==> config.mk <==
export PLATFORM = sky130hd
export DESIGN_NAME = score_sequencer
export DESIGN_NICKNAME = d
export VERILOG_FILES = /design/src/rtl/score_sequencer_pkg.sv /design/src/rtl/score_sequencer_buffer.sv /design/src/rtl/score_sequencer.sv
export SDC_FILE = /design/constraint.sdc
export NUM_CORES = 1
export LEC_CHECK = 0
export BUFFER_PORTS_ARGS = -buffer_cell sky130_fd_sc_hd__buf_2
export CAP_MARGIN = 20
export CORE_MARGIN = 4
export CORE_UTILIZATION = 35
export DETAILED_ROUTE_END_ITERATION = 16
export PLACE_DENSITY = 0.53
export SYNTH_ARGS = -nofsm -noshare
export SYNTH_HDL_FRONTEND = slang
export SYNTH_SLANG_ARGS = --single-unit
export TNS_END_PERCENT = 30
==> constraint.sdc <==
create_clock -name clk -period 2.35 [get_ports clk]
set_input_delay 0.3525 -clock clk [delete_from_list [all_inputs] [get_ports clk]]
set_output_delay 0.3525 -clock clk [all_outputs]
set_load 0.05 [all_outputs]
==> src/rtl/score_sequencer_pkg.sv <==
// Shared definitions for the score sequencer: FSM encodings and the result-bus
// layout (done flag sits directly above the winning index).
package score_sequencer_pkg;

    typedef enum logic [1:0] {
        ST_FILL   = 2'd0,
        ST_STREAM = 2'd1,
        ST_WAIT   = 2'd2,
        ST_HOLD   = 2'd3
    } state_t;

    localparam int DEFAULT_DATA_WIDTH = 32;
    localparam int DONE_BIT_DEFAULT   = DEFAULT_DATA_WIDTH;

    // The done flag is the MSB of a result bus that is one bit wider than the data.
    function automatic int done_bit_pos(input int data_width);
        return data_width;
    endfunction

endpackage

==> src/rtl/score_sequencer_buffer.sv <==
// Frame storage: DEPTH x DATA_WIDTH, one synchronous write port, one
// combinational read port. Contents are never reset; every entry is rewritten per frame.
module score_buffer #(
    parameter int DATA_WIDTH = 32,
    parameter int DEPTH      = 4,
    parameter int AW         = $clog2(DEPTH)
) (
    input  logic                  clk,
    input  logic                  i_wr_en,
    input  logic [AW-1:0]         i_wr_addr,
    input  logic [DATA_WIDTH-1:0] i_wr_dat,
    input  logic [AW-1:0]         i_rd_addr,
    output logic [DATA_WIDTH-1:0] o_rd_dat
);

    logic [DATA_WIDTH-1:0] r_mem [DEPTH];

    always_ff @(posedge clk) begin
        if (i_wr_en) begin
            r_mem[i_wr_addr] <= i_wr_dat;
        end
    end

    assign o_rd_dat = r_mem[i_rd_addr];

endmodule

==> src/rtl/score_sequencer.sv <==
// Collects N scores, streams them one per cycle starting the cycle after the N-th accept,
// then captures the argmax result and holds it until result_ready; in_ready only in FILL.
module score_sequencer
    import score_sequencer_pkg::*;
#(
    parameter int DATA_WIDTH    = 32,
    parameter int WEIGHT_AMOUNT = 4
) (
    input  logic                  clk,
    input  logic                  rst,
    input  logic [DATA_WIDTH-1:0] in_value,
    input  logic                  in_valid,
    output logic                  in_ready,
    output logic [DATA_WIDTH-1:0] output_index,
    output logic [DATA_WIDTH-1:0] output_value,
    output logic                  output_enable,
    input  logic [DATA_WIDTH:0]   result_in,
    output logic [DATA_WIDTH-1:0] result_index,
    output logic                  result_valid,
    input  logic                  result_ready
);

    localparam int            CW       = $clog2(WEIGHT_AMOUNT);
    localparam logic [CW-1:0] LAST     = CW'(WEIGHT_AMOUNT - 1);
    localparam int            DONE_BIT = done_bit_pos(DATA_WIDTH);

    state_t                r_state;
    logic [CW-1:0]         r_fill_cnt;
    logic [CW-1:0]         r_strm_cnt;
    logic [DATA_WIDTH-1:0] r_result_index;
    logic                  r_result_valid;

    logic                  w_in_fire;
    logic                  w_streaming;
    logic [DATA_WIDTH-1:0] w_rd_dat;

    assign w_in_fire   = in_valid && (r_state == ST_FILL);
    assign w_streaming = (r_state == ST_STREAM);

    score_buffer #(
        .DATA_WIDTH (DATA_WIDTH),
        .DEPTH      (WEIGHT_AMOUNT),
        .AW         (CW)
    ) u_buffer (
        .clk       (clk),
        .i_wr_en   (w_in_fire),
        .i_wr_addr (r_fill_cnt),
        .i_wr_dat  (in_value),
        .i_rd_addr (r_strm_cnt),
        .o_rd_dat  (w_rd_dat)
    );

    // Outputs decode registered state only, so the stream appears on the first
    // cycle after the N-th accept and drops the instant reset asserts.
    assign in_ready      = (r_state == ST_FILL);
    assign output_enable = w_streaming;
    assign output_index  = w_streaming ? DATA_WIDTH'(r_strm_cnt) : '0;
    assign output_value  = w_streaming ? w_rd_dat : '0;
    assign result_index  = r_result_index;
    assign result_valid  = r_result_valid;

    always_ff @(posedge clk or posedge rst) begin
        if (rst) begin
            r_state        <= ST_FILL;
            r_fill_cnt     <= '0;
            r_strm_cnt     <= '0;
            r_result_index <= '0;
            r_result_valid <= 1'b0;
        end else begin
            case (r_state)
                ST_FILL: begin
                    if (w_in_fire) begin
                        if (r_fill_cnt == LAST) begin
                            r_fill_cnt <= '0;
                            r_state    <= ST_STREAM;
                        end else begin
                            r_fill_cnt <= r_fill_cnt + CW'(1);
                        end
                    end
                end
                ST_STREAM: begin
                    if (r_strm_cnt == LAST) begin
                        r_strm_cnt <= '0;
                        r_state    <= ST_WAIT;
                    end else begin
                        r_strm_cnt <= r_strm_cnt + CW'(1);
                    end
                end
                ST_WAIT: begin
                    if (result_in[DONE_BIT]) begin
                        r_result_index <= result_in[DATA_WIDTH-1:0];
                        r_result_valid <= 1'b1;
                        r_state        <= ST_HOLD;
                    end
                end
                ST_HOLD: begin
                    if (r_result_valid && result_ready) begin
                        r_result_valid <= 1'b0;
                        r_state        <= ST_FILL;
                    end
                end
                default: r_state <= ST_FILL;
            endcase
        end
    end

endmodule

==> impl_metrics.toml <==
[outcome]
status = "completed"

[placed_design]
gp_congestion = 0.712
placed_area_um2 = 7720
place_ws_ps = 340
dp_cells = 742
port_buffers = 137
hpwl_mm = 8.75

[worst_setup_path]
r2r_slack_ps = 380
cp_max_fo = 9
cp_slowest_stage_delay_ps = 500
rr_startpoint = "r_strm_cnt[0]$_DFFE_PP0P_"
cp_slowest_cell = "mux4_2"
cp_data_required_time_ps = 2000
worstPathArrival_ps = 1960
start_kind = "flip-flop"
endpoint_kind = "output port"
r2r-end = "r_state[1]$_DFFE_PP0P_"
critical_path.startpoint = "r_strm_cnt[0]$_DFFE_PP0P_"
reg2regPathDepth = 7
endpoint = "output_value[16]"
worstSetupPathType = "reg -> out"
path_cells = "bufbuf_16, mux4_2, and2_1, buf_4"

[floorplan]
num_rows = 50
initial_core_util = 0.360
die_x_um = 147
coreArea_um2 = 18900
ios = 168
chipHeight_um = 147
die_area_um2 = 21700

[grt]
grt_pass1_vias = 3894
overflow = 0
grt_usage = 0.129
grt_first_pass_wirelength_mm = 21.5
antenna_found_initial = 0
grt_max_degree = 40

[synthesis]
ys_seq_area_frac = 0.709
syn_area_um2 = 6800
yosys_warnings = 0
synth_cell_types = 27
ys_seq_elements = 167
synth_cells = 348
syn_avg_cell_area_um2 = 19.5

[timing]
fin_ws_ps = 34.5
hold_viol_final = 0
rsz0062_at_grt = "true"
tns_ps = 0
setup_viol = 0
fmax_mhz = 432
slew_viol_final = 0
period_share = 0.985
period_needed_ps = 2320
fin_skew_ps = 8.94

[detailed_routing]
wl_mm = 13.7
routedWlPerCell_um = 17.5
drc_errors = 0
drtIter0Drc = 103
firstDrtPassIters = 5
vias = 3516
viasPerCell = 4.51
antenna_left = 0

[clock_tree]
cts-root-buf = "clkbuf_16"
cts_made_buffers = 17
insertion_delay_ps = 420
h-tree-depth = 4
cts_sinks = 167
cts_buffer_depth = 2
cts_tree = "yes"
cts-hold-fix-buffers = 0
path_clk_slew_ps = 60

[hold_path]
hold_path_class = "in -> async"

[layout]
diodes = 0
fin_cells = 780
fillCellCount = 1688
drive_above_1_share = 0.515
nNetsFinal = 585
utilization = 0.453
finish.instance_area_um2 = 8550
syn2layout_area_growth_pct = 25.8

[power_and_ir_drop]
leakagePower_nw = 3.35
ir_drop_mv = 0.942
power-per-cell-area_nw_per_um2 = 1410

[flow_run]
cap_viol_max_count = 0
## layout by cell type (no fill, tap or decap), drive strengths merged, types with 2 or more instances in the layout
cell type / instances
inv: 12
nand2: 3
mux4: 32
clkinv: 4
nor2b: 2
and3: 4
ha: 9
dfrtp: 39
conb: 30
mux2: 36
clkbuf: 19
buf: 154
clkinvlp: 4
edfxtp: 128
and2: 34
## timing repair
action                                  CTS  global route
cloned                                    2             1
buffers inserted                          3             0
endpoints found under the setup margin   32            32
resized for setup                        50            18
## registers in the layout, indices dropped and copies added (netlist names)
name            cells
result_valid        1
r_strm_cnt          2
u_buffer.r_mem    128
r_fill_cnt          2
result_index       32
r_state             2
## cells by family (layout without fill, tap and decap cells)
family                   after synthesis  count (layout)  share of synthesized area
multiplexers                          69              69                      0.169
AO/OA/AOI/OAI                          5               5                    0.00810
other                                  1              30                   0.000552
buffers and inverters                 52             195                     0.0558
flip-flops                           167             167                      0.709
adder cells (fa/ha/maj)                9               9                     0.0166
AND/OR/NAND/NOR                       45              45                     0.0409
## worst min path at each step
stage | slack, ps | end | startpoint | cells past startpoint
2_1_floorplan | 450 | u_buffer.r_mem[0][0]$_DFFE_PP_ | in_value[0] | 0
3_3_place_gp | 480 | result_index[19]$_DFFE_PP0P_ | result_index[19]$_DFFE_PP0P_ | 1
3_5_place_dp | 490 | result_index[6]$_DFFE_PP0P_ | result_index[6]$_DFFE_PP0P_ | 1
4_1_cts | 50 | result_index[15]$_DFFE_PP0P_ | rst | 3
5_1_grt | 90 | result_index[18]$_DFFE_PP0P_ | rst | 3
6_report | 50 | result_index[15]$_DFFE_PP0P_ | rst | 3
## through the flow
step                hold WS (ps)  total power, mW
floorplan                    451             7.96
global placement             483             8.96
detailed placement           489             9.03
CTS                         54.8             12.1
global route                91.9             12.7
finish                      50.0             12.0
## per-layer routing
metal  part of all wire  GRT usage
met1               0.42      0.162
met2               0.49      0.203
met5                  0          0
met3              0.086     0.0506
met4              0.011     0.0461
## synth_stat cells
cell type  count  area share
mux2_2        35       0.058
nor2b_1        1     0.00092
o21ai_0        1     0.00074
mux2_1         1      0.0017
edfxtp_1     128        0.57
buf_2          6      0.0044
inv_1          7      0.0039
mux2i_1        1      0.0015
clkbuf_1       4      0.0022
dfrtp_1       39        0.14
buf_6          2      0.0033
a2111oi_4      1      0.0040
a21boi_0       1      0.0011
buf_4         30       0.033
and3_1         4      0.0037
nor2b_4        1      0.0020
o31ai_1        1      0.0011
mux4_2        28       0.093
nand2_1        3      0.0017
a21o_1         1      0.0011
conb_1         1     0.00055
and2_1        34       0.031
ha_1           9       0.017
mux4_1         4       0.015
nor3_1         1     0.00074
nor2_1         1     0.00055
buf_12         3      0.0088
## critical path, delay by kind of cell, from the launching register on
| family | cells | cell delay (ps) |
|---|---|---|
| flops | 1 | 390 |
| buf+inv | 2 | 480 |
| simple gates | 1 | 170 |
| mux | 1 | 500 |
## area by class of cell
type | count | area [µm²] | area share
sequential | 167 | 4820 | 0.564
multi-input combinational | 158 | 1720 | 0.201
clock buffer | 18 | 429 | 0.0502
tap | 260 | 325 | 0.0380
clock inverter | 14 | 124 | 0.0145
timing repair buffer | 156 | 1100 | 0.129
inverter | 7 | 26.3 | 0.00307
## power breakdown
part           switching (mW)  internal (mW)  leakage [nW]
Clock                    1.13           1.47         0.261
Combinational            3.34           2.05          1.47
Sequential              0.283           3.77          1.62
(Power assumes the default switching activity.)
